`config.mk`:
```
export PLATFORM = sky130hd
export DESIGN_NAME = scoreboard_regfile
export DESIGN_NICKNAME = d
export VERILOG_FILES = /design/src/rtl/rf_pkg.sv /design/src/rtl/rf_pend_counter.sv /design/src/rtl/scoreboard_regfile.sv
export SDC_FILE = /design/constraint.sdc
export NUM_CORES = 1
export LEC_CHECK = 0
export CAP_MARGIN = 20
export CORE_AREA = 5 5 123 125
export DETAILED_ROUTE_END_ITERATION = 10
export DIE_AREA = 0 0 128 130
export PLACE_DENSITY = 0.94
export SLEW_MARGIN = 20
export SYNTH_ARGS = -nofsm -noshare
export SYNTH_HDL_FRONTEND = slang
export SYNTH_SLANG_ARGS = --single-unit
```
`constraint.sdc`:
```
create_clock -name clk -period 11.1 [get_ports clk]
set_input_delay 2.22 -clock clk [delete_from_list [all_inputs] [get_ports clk]]
set_output_delay 2.22 -clock clk [all_outputs]
set_load 0.05 [all_outputs]
```
`src/rtl/rf_pkg.sv`:
```
// Shared helpers and default sizing for the scoreboarded register file.
package rf_pkg;

  // Ceiling log2, usable in constant expressions for port and counter widths.
  function automatic int clog2(input int value);
    int result = 0;
    for (int v = value - 1; v > 0; v = v >> 1) result++;
    return result;
  endfunction

  localparam int DEF_DATA_W = 16;
  localparam int DEF_NREGS  = 8;
  localparam int DEF_MAXP   = 3;
  localparam int DEF_AW     = clog2(DEF_NREGS);
  localparam int DEF_PW     = clog2(DEF_MAXP + 1);

endpackage

```
`src/rtl/rf_pend_counter.sv`:
```
// Pending-write counter for one architectural register. Counts reservations
// in and releases out, clears on flush, and flags a release seen at zero.
module rf_pend_counter
  import rf_pkg::*;
#(
  parameter  int MAXP = DEF_MAXP,
  localparam int PW   = clog2(MAXP + 1)
) (
  input  logic          clk,
  input  logic          rst,
  input  logic          inc,
  input  logic          dec,
  input  logic          clr,
  output logic [PW-1:0] cnt,
  output logic          full,
  output logic          zero,
  output logic          underflow
);

  logic dec_ok;
  logic inc_ok;

  assign zero      = (cnt == '0);
  assign full      = (cnt == PW'(MAXP));
  assign underflow = dec & zero;
  // A release at zero is dropped; the count never goes negative.
  assign dec_ok    = dec & ~zero;
  // An increment at full only lands when a release frees a slot this cycle.
  assign inc_ok    = inc & (~full | dec_ok);

  // Count update: flush wins, simultaneous reserve and release cancel out.
  always_ff @(posedge clk or posedge rst) begin
    if (rst) begin
      cnt <= '0;
    end else if (clr) begin
      cnt <= '0;
    end else if (inc_ok && !dec_ok) begin
      cnt <= cnt + PW'(1);
    end else if (dec_ok && !inc_ok) begin
      cnt <= cnt - PW'(1);
    end
  end

endmodule

```
`src/rtl/scoreboard_regfile.sv`:
```
// Register file with a per-register pending-write scoreboard shared by the
// decode (reserve) and execute (writeback/release) stages. Two combinational
// read ports report data and busy, with optional writeback forwarding.
module scoreboard_regfile
  import rf_pkg::*;
#(
  parameter  int DATA_W   = DEF_DATA_W,
  parameter  int NREGS    = DEF_NREGS,
  parameter  int MAXP     = DEF_MAXP,
  parameter  bit BYPASS   = 1'b1,
  parameter  bit ZERO_REG = 1'b0,
  localparam int AW       = clog2(NREGS),
  localparam int PW       = clog2(MAXP + 1)
) (
  input  logic              clk,
  input  logic              rst,
  input  logic [AW-1:0]     rd_addr1,
  input  logic [AW-1:0]     rd_addr2,
  output logic [DATA_W-1:0] rd_data1,
  output logic [DATA_W-1:0] rd_data2,
  output logic              rd_busy1,
  output logic              rd_busy2,
  input  logic              rsv_valid,
  input  logic [AW-1:0]     rsv_addr,
  output logic              rsv_ready,
  input  logic              wb_valid,
  input  logic [AW-1:0]     wb_addr,
  input  logic [DATA_W-1:0] wb_data,
  input  logic              wb_release,
  output logic              wb_done,
  input  logic              flush,
  output logic              err_underflow
);

  logic [DATA_W-1:0] regs [NREGS];
  logic [PW-1:0]     cnt  [NREGS];
  logic [NREGS-1:0]  inc_vec;
  logic [NREGS-1:0]  dec_vec;
  logic [NREGS-1:0]  full_vec;
  logic [NREGS-1:0]  zero_vec;
  logic [NREGS-1:0]  uf_vec;
  logic [NREGS-1:0]  rel_hit;
  logic [NREGS-1:0]  busy_vec;
  logic              wb_write;

  // A reservation is possible below the limit, or at the limit when a
  // release on the same register frees a slot in this same cycle.
  assign rsv_ready = ~full_vec[rsv_addr] | rel_hit[rsv_addr];
  assign wb_write  = wb_valid & ~(ZERO_REG & (wb_addr == '0));

  for (genvar gi = 0; gi < NREGS; gi++) begin : g_reg
    // Register 0 is inert when hardwired to zero: no reserve, no release.
    localparam bit IS_ZERO = ZERO_REG && (gi == 0);

    assign inc_vec[gi] = !IS_ZERO && rsv_valid && rsv_ready && (rsv_addr == AW'(gi));
    assign dec_vec[gi] = !IS_ZERO && wb_valid && wb_release && (wb_addr == AW'(gi));
    assign rel_hit[gi] = dec_vec[gi] & ~zero_vec[gi];

    rf_pend_counter #(
      .MAXP (MAXP)
    ) u_pend (
      .clk       (clk),
      .rst       (rst),
      .inc       (inc_vec[gi]),
      .dec       (dec_vec[gi]),
      .clr       (flush),
      .cnt       (cnt[gi]),
      .full      (full_vec[gi]),
      .zero      (zero_vec[gi]),
      .underflow (uf_vec[gi])
    );

    // With forwarding, a register whose last pending write retires this
    // cycle already reads as not busy; same-cycle reservations never count.
    assign busy_vec[gi] = IS_ZERO ? 1'b0 :
                          BYPASS  ? ((cnt[gi] - PW'(rel_hit[gi])) != '0) :
                                    !zero_vec[gi];
  end

  assign rd_busy1 = busy_vec[rd_addr1];
  assign rd_busy2 = busy_vec[rd_addr2];

  // Read port 1: array value, overridden by forwarding, then by zero register.
  always_comb begin
    // NOTE: every always_comb output gets a default first so no path leaves it unassigned (no latch).
    rd_data1 = regs[rd_addr1];
    if (BYPASS && wb_valid && (wb_addr == rd_addr1)) rd_data1 = wb_data;
    if (ZERO_REG && (rd_addr1 == '0)) rd_data1 = '0;
  end

  // Read port 2: same priority as port 1.
  always_comb begin
    rd_data2 = regs[rd_addr2];
    if (BYPASS && wb_valid && (wb_addr == rd_addr2)) rd_data2 = wb_data;
    if (ZERO_REG && (rd_addr2 == '0)) rd_data2 = '0;
  end

  // Register array write; contents survive flush but not reset.
  always_ff @(posedge clk or posedge rst) begin
    if (rst) begin
      // NOTE: the array is reset because reads after reset must return 0; this keeps it in flops, not RAM.
      for (int i = 0; i < NREGS; i++) regs[i] <= '0;
    end else if (wb_write) begin
      // NOTE: sequential state uses non-blocking assignment so all flops update from pre-edge values.
      regs[wb_addr] <= wb_data;
    end
  end

  // Writeback completion pulse and sticky underflow error.
  always_ff @(posedge clk or posedge rst) begin
    if (rst) begin
      wb_done       <= 1'b0;
      err_underflow <= 1'b0;
    end else begin
      wb_done       <= wb_valid;
      err_underflow <= err_underflow | (|uf_vec);
    end
  end

endmodule

```
Word-level counts from Yosys, hierarchy flattened:

Index checks and enable logic that the tools add are counted.

* register bits after elaboration: 146
* logic and storage cells: 250
* output and inout port bits: 37

* bitwise operators: 54
* reductions and logical operators: 80
* add/sub/neg operators: 24
* equal/unequal tests: 24
* $lt $le $gt $ge: 7
* multiplexer cells: 43

Operators by type and width (number)
* $bwmux W128: 1
* $mux W16: 7
* $bmux W16 S3: 2
* $demux W16 S3: 1
* $mux W2: 24
* $logic_and A1 B1 Y1: 37
* $and A1 B1 Y1: 24
* $eq A3 B3 Y1 const B: 8
* $reduce_bool A3 Y1: 8
* $not A1 Y1: 17
* $add A2 B1 Y2 const B: 8
* $eq A2 B2 Y1 const B: 8
* $logic_not A1 Y1: 16
* $logic_not A2 Y1: 8
* $reduce_bool A2 Y1: 8
* $sub A2 B1 Y2: 8
* $sub A2 B1 Y2 const B: 8
* $bmux W1 S3: 4
* $eq A3 B2 Y1 const B: 4
* $ge A4 B4 Y1 const B: 3
* $lt A3 B4 Y1 const B: 3
* $not A3 Y4: 3
* $or A1 B1 Y1: 10
* $reduce_or A8 Y1: 1
* other kinds (5): 11

Depth between registers and ports, before layout:

Gate-level depths: netlist (run 1).

* depth after elaboration: 14
* mapped depth: 8
* depth with buffers taken out: 6

Hierarchy:

Synthesis (run 1) repeated with hierarchy kept, for this count alone.

* cells, all modules: 748
* area, all modules: 9086.2 um^2

By module, submodules not included
* scoreboard_regfile: times used 1, area each 7905.1 um^2, seq. area each 3253.1 um^2, cells each 612
* rf_pend_counter: times used 8, area each 147.6 um^2, seq. area each 50.0 um^2, cells each 17

Worst setup path before layout (run 1):

No wires, ideal clock.

* path type: in2out
* start point: input port wb_addr[0]
* end point: output port rsv_ready
* stages on the path: 4
* arrival: 4.580 ns
* path slack: 4.300 ns
* path through: buf_2 -> nor4b_1 -> nand2_1 -> o41ai_1

* longest elaborated chain between the ends: 6

Ends and longest elaborated chain
* start, declared: line scoreboard_regfile.sv:27 `input logic [AW-1:0] wb_addr,`
* $eq A3 B1 Y1, or another cell as far along: line scoreboard_regfile.sv:56 `assign dec_vec[gi] = !IS_ZERO && wb_valid && wb_release && (wb_addr == AW'(gi));`
* $logic_and A1 B1 Y1: line scoreboard_regfile.sv:56
* $and A1 B1 Y1: line scoreboard_regfile.sv:57 `assign rel_hit[gi] = dec_vec[gi] & ~zero_vec[gi];`
* $bmux W1 S3 *: line scoreboard_regfile.sv:48 `assign rsv_ready = ~full_vec[rsv_addr] | rel_hit[rsv_addr];`
* $mux W1 (implied by the code) *: line scoreboard_regfile.sv:48
* $or A1 B1 Y1 *: line scoreboard_regfile.sv:48
* end, declared: line scoreboard_regfile.sv:25 `output logic rsv_ready,`

Every way passes the cells marked *; elsewhere a longest branch is shown, timed or not. The select of a mux whose other input is x is not followed.

Final worst setup path (run 1):

Same ends and word-level chain as after synthesis.

==> results of run 1 <==
==> power breakdown <==
part,internal (uW),total (uW),switching [uW]
Combinational,266,554,288
Sequential,635,719,84.4
Clock,378,604,226
==> layer usage <==
| metal | wire (um) | track usage |
|---|---|---|
| met5 | 0 | 0 |
| met2 | 11700 | 0.4824 |
| met4 | 716 | 0.1074 |
| met1 | 8560 | 0.3468 |
| met3 | 2028 | 0.07286 |
==> how the worst max path moves through the flow <==
| stage | from | end | slack (ns) | cells after the start |
|---|---|---|---|---|
| finish | wb_addr[0] | rsv_ready | 3.03 | 8 |
| floorplan | wb_addr[0] | rsv_ready | 4.30 | 4 |
| CTS | wb_addr[0] | rsv_ready | 3.09 | 8 |
| global placement | wb_addr[0] | rsv_ready | 3.22 | 8 |
| detailed placement | wb_addr[0] | rsv_ready | 3.13 | 8 |
| global route | wb_addr[0] | rsv_ready | 2.91 | 8 |
==> cells by family after synthesis <==
family / after synthesis
AO/OA/AOI/OAI: 89
AND/OR/NAND/NOR: 176
XOR/XNOR: 9
buffers and inverters: 72
flip-flops: 146
multiplexers: 217
==> worst max-delay path, delay by kind of cell <==
family                 cells  cell delay (ns)
buffers and inverters      2             1.62
AO/OA/AOI/OAI              4             0.98
AND/OR/NAND/NOR            2             1.01
==> metrics by stage <==
step / total power, uW / util / std cells
detailed placement: 1266 / 0.6783 / 902
global route: 1942 / 0.7250 / 935
CTS: 1871 / 0.7230 / 934
global placement: 1226 / 0.6783 / 902
floorplan: 1099 / - / 709
finish: 1877 / 0.7250 / 935
==> layout make-up <==
cell class	count	area, um2
Multi-Input combinational cell	491	4677
Fill cell	933	3787
Sequential cell	146	3654
Timing Repair Buffer	83	798.3
Clock buffer	24	491.7
Tap cell	180	225.2
Clock inverter	8	123.9
Inverter	3	16.27
==> flip-flops by register name (all words and copies together) (netlist names) <==
| signal | count |
|---|---|
| g.u_pend.cnt | 16 |
| regs | 128 |
| err_underflow | 1 |
| wb_done | 1 |
==> synthesized netlist by cell type (2+ instances only) <==
master	instances
dfrtp_1	146
nand4_1	5
o31ai_1	2
a21oi_1	47
nor2_1	57
o21ai_0	10
or2_0	2
buf_2	22
inv_1	3
nor4_1	4
nor3_1	9
and4bb_2	2
o2111ai_1	2
a311oi_1	3
buf_1	15
a31oi_1	2
mux4_2	68
mux2i_1	36
clkbuf_1	30
nand3_1	3
a211oi_1	3
and2_1	2
mux2_2	112
and3_1	2
o21ai_1	2
nand4b_1	2
buf_4	2
nand2b_1	4
nor3b_1	3
o21bai_1	2
nand2_1	65
nor4b_1	2
nor2b_1	3
xnor2_1	8
==> flow_metrics.py, run 1 <==
metrics = {
    "outcome": {
        "status": "finished, final reports clean",
    },
    "sta": {
        "period_needed_ns": 8.068,
        "finalSetupViolCount": 0,
        "period_share": 0.7269,
        "clock.fmax_mhz": 123.9,
        "rsz0062_at_grt": "false",
        "fin_ws_ns": 3.032,
        "holdWs_ns": 0.5077,
        "fin_tns_setup_ns": 0,
        "slew_headroom": 0.3924,
        "finalMaxSlewViolations": 0,
        "hold_viol": 0,
        "skew_ns": 0.007466,
        "worst_pin_slew_ns": 0.9066,
    },
    "synth": {
        "syn-num-nets": 743,
        "synth_top_area_cell": "dfrtp_1",
        "ys_seq_area_frac": 0.4234,
        "yosys_most_used_dff": "dfrtp_1",
        "synth_top_area_frac": 0.4234,
        "synth_warnings": 0,
        "synth.avg_cell_area_um2": 12.17,
        "synth-compound-area-share": 0.06568,
        "synth-edff-count": 0,
        "syn_area_mm2": 0.008630,
        "synth_fa_ha_area_frac": 0,
        "synth_mux_area_frac": 0.3667,
        "ys_ff_latch": 146,
        "synth_xor_area_frac": 0.009134,
        "yosys.area_share.simple": 0.09975,
        "synth_cell_types": 63,
        "ys_async_sr_fraction": 1.000,
        "synth_cells": 709,
        "yosys-top-cells-area": "dfrtp_1 42%, mux4_2 18%, mux2_2 15%",
        "synth_top_family_by_area": "multiplexers",
    },
    "layout": {
        "final_common_cell": "dfrtp_1",
        "layout_common_cells": "146 x dfrtp_1, 112 x mux2_2, 68 x mux4_2",
        "drive_above_1_share": 0.3219,
        "fin_area_mm2": 0.009986,
        "nNetsFinal": 776,
        "syn_to_final_growth_pct": 15.72,
        "diodes": 0,
    },
    "placement": {
        "postPlaceCellArea_mm2": 0.009343,
        "place.port_buffers": 70,
        "place_ws_ns": 3.129,
        "place_hpwl_mm": 13.97,
        "place_congestion": 0.9236,
    },
    "detailed_routing": {
        "drt_iter0_drc": 657,
        "ant_nets": 0,
        "drc": 0,
        "vias": 6471,
        "viasPerCell": 6.921,
        "wire_per_inst_um": 24.61,
        "drt-pass1-iter-count": 8,
        "finalWirelength_mm": 23.01,
    },
    "clock_network": {
        "cts_sinks": 146,
        "hold_buffers": 0,
        "htreeDepth": 4,
        "cts_setup_buffers": 0,
        "root_buffer": "clkbuf_16",
        "cts_tree": "yes",
        "cts_resized": 0,
        "clock_path_buffers": 2,
        "clk_pin_slew_ns": 0.06,
        "clk_latency_ns": 0.42,
        "numCtsBuffers": 17,
    },
    "power": {
        "irDropWorstVdd_mv": 0.1451,
        "power_density_mw_per_mm2": 188.0,
        "leakagePower_uw": 0.004089,
    },
    "worst_setup_path": {
        "r2r_start": "g_reg[0].u_pend.cnt[0]",
        "rr_worst_depth": 6,
        "end_kind": "primary output",
        "worstSetupPathType": "input port to primary output",
        "cp_data_arrival_time_ns": 5.85,
        "r2r_end": "g_reg[2].u_pend.cnt[0]",
        "slowest_stage": "clkdlybuf4s50_1",
        "worstSetupStartpointType": "input port",
        "cpPeakStageDelay_ns": 0.87,
        "rrSetupSlack_ns": 8.83,
        "cp_common_cell": "clkdlybuf4s50_1",
        "cp_max_fo": 18,
        "required_ns": 8.88,
        "crit_chain": "clkdlybuf4s50_1 -> and4b_1 -> a21boi_1 -> a311o_1 -> nand4_1 -> o21ai_0 -> o41ai_1 -> clkdlybuf4s50_1",
    },
    "die": {
        "io_pins": 71,
        "die-area_mm2": 0.01664,
        "fp.dieW_um": 128,
        "die_h_um": 130,
        "initial_utilization": 0.6265,
        "core_mm2": 0.01377,
        "num_rows": 43,
    },
    "min_path": {
        "min_delay_path_depth": 2,
        "hp-class": "flop to flop",
        "hold_end": "regs[40]",
        "worstHoldStart": "regs[40]",
    },
    "global_route": {
        "grt.total_usage": 0.2817,
        "grt_pass1_wl_mm": 36.00,
        "grt_max_degree": 78,
        "antenna_found_initial": 0,
        "grt_pass1_vias": 6861,
        "grt-ovfl-total": 0,
    },
    "run": {
        "cap_violations": 0,
    },
}
Power figures use the tool's default switching activity.
==> run 2, diff against run 1 <==
CORE_AREA = 5 5 127 129   (was 5 5 123 125)
DIE_AREA = 0 0 132 134   (was 0 0 128 130)
PLACE_DENSITY = 0.89   (was 0.94)
clock period = 7.7 ns   (was 11.1 ns; I/O delays follow)
==> flow_metrics.py, run 2 (synthesis results as in run 1) <==
metrics = {
    "layout": {
        "drive_above_1_share": 0.3228,
        "final_cells": 944,
        "top_register": "regs",
        "nNetsFinal": 777,
        "layout_common_cells": "146 x dfrtp_1, 112 x mux2_2, 68 x mux4_2",
        "top_regs": "regs (128), g.u_pend.cnt (16)",
        "seq_area_mm2": 0.003654,
        "fillCellCount": 1059,
        "diodes": 0,
        "fin_area_mm2": 0.009945,
        "final_common_cell": "dfrtp_1",
        "multi_input_area_mm2": 0.004677,
        "largest_reg_flops": 128,
        "syn_to_final_growth_pct": 15.24,
    },
    "detailed_routing": {
        "wire_per_inst_um": 24.16,
        "top_layer": "met4",
        "viasPerCell": 6.710,
        "wl_met1_mm": 8.975,
        "dr_wl_met2_mm": 11.50,
        "vias": 6334,
        "wl_met3_mm": 1.591,
        "drc": 0,
        "drt-pass1-iter-count": 5,
        "finalWirelength_mm": 22.81,
        "drt_iter0_drc": 545,
        "ant_nets": 0,
    },
    "sta": {
        "finalMaxSlewViolations": 0,
        "hold_viol": 0,
        "period_needed_ns": 6.422,
        "skew_ns": 0.002645,
        "period_share": 0.8340,
        "worst_pin_slew_ns": 1.118,
        "slew_headroom": 0.2510,
        "finalSetupViolCount": 0,
        "rsz0062_at_grt": "false",
        "fin_tns_setup_ns": 0,
        "clock.fmax_mhz": 155.7,
    },
    "clock_network": {
        "numCtsBuffers": 17,
        "cts_sinks": 146,
        "cts_tree": "yes",
        "htreeDepth": 4,
        "root_buffer": "clkbuf_16",
        "clk_latency_ns": 0.43,
        "hold_buffers": 0,
        "cts_resized": 0,
        "clk_pin_slew_ns": 0.06,
        "clock_path_buffers": 2,
        "cts_setup_buffers": 0,
    },
    "die": {
        "initial_utilization": 0.5784,
        "core_mm2": 0.01492,
        "die-area_mm2": 0.01769,
        "fp.dieW_um": 132,
        "io_pins": 71,
        "num_rows": 45,
        "die_h_um": 134,
    },
    "power": {
        "leakagePower_uw": 0.004060,
        "power_uw": 2631,
        "power_density_mw_per_mm2": 264.5,
        "irDropWorstVdd_mv": 0.2410,
    },
    "worst_setup_path": {
        "cp_data_arrival_time_ns": 4.88,
        "end_kind": "primary output",
        "cp_max_fo": 18,
        "worstSetupPathType": "input port to primary output",
        "worstSetupStartpointType": "input port",
        "required_ns": 6.16,
    },
    "global_route": {
        "grt_pass1_wl_mm": 36.25,
        "grt_max_degree": 80,
        "grt.total_usage": 0.2621,
        "grt-ovfl-total": 0,
        "grt_pass1_vias": 6648,
        "antenna_found_initial": 0,
    },
    "min_path": {
        "hp-class": "flop to flop",
    },
    "placement": {
        "place_congestion": 0.9054,
        "place.port_buffers": 70,
        "placedCellCount": 912,
        "place_hpwl_mm": 14.13,
        "postPlaceCellArea_mm2": 0.009368,
    },
    "outcome": {
        "status": "finished, final reports clean",
    },
    "run": {
        "cap_violations": 0,
    },
}
run 2: cell count changes in the layout (fill, tap and decap cells not counted), sizes merged:
cell,change
clkinvlp,+3
bufinv,-2
clkbuf,-2
inv,+2
buf,+1
clkinv,-1
run 2: power breakdown:
part / internal [uW] / switching (uW) / total [uW] / leakage (uW)
logic: 381 / 406 / 787 / 0.00201
registers: 915 / 118 / 1030 / 0.00179
clock network: 473 / 338 / 811 / 0.000266
total: 1770 / 862 / 2630 / 0.00406
run 2: final timing paths:
check,startpoint,slack [ns],endpoint,cells past startpoint
worst max-delay path,wb_addr[1],1.28,rsv_ready,7
worst min-delay path,err_underflow,0.50,err_underflow,1
worst max register to register,g_reg[0].u_pend.cnt[0],5.46,g_reg[2].u_pend.cnt[0],6
worst min register to register,err_underflow,0.50,err_underflow,1
max in group asynchronous,rst,4.95,regs[91],3
min in group asynchronous,rst,1.58,regs[89],2
run 2: cell type report:
class                           instances  share of cell area
Multi-Input combinational cell        491              0.4703
Sequential cell                       146              0.3674
Timing Repair Buffer                   84             0.07939
Clock buffer                           22             0.04768
Tap cell                              188             0.02365
Clock inverter                         10            0.009940
Inverter                                3            0.001636
run 2: stage by stage:
stage / utilization / hold WS (ns) / worst slack (ns)
6_report: 0.6665 / 0.5015 / 1.278
5_1_grt: 0.6665 / 0.5335 / 1.159
4_1_cts: 0.6662 / 0.5043 / 1.358
3_5_place_dp: 0.6278 / 0.4908 / 1.349
2_1_floorplan: - / 0.4583 / 2.237
3_3_place_gp: 0.6278 / 0.4710 / 1.479
run 2: critical path, stage by stage:
cell and delay (ns):
clkdlybuf4s50_1 0.76, nand4b_4 0.53, or2_0 0.51, o311ai_1 0.45, o21ai_0 0.14, o41ai_1 0.08
clkdlybuf4s50_1 0.86
run 2: layer usage:
| metal | up-vias | track usage |
|---|---|---|
| li1 | 2702 | - |
| met3 | 75 | 0.05476 |
| met5 | - | 0 |
| met1 | 3221 | 0.3384 |
| met4 | 0 | 0.1040 |
| met2 | 336 | 0.4371 |
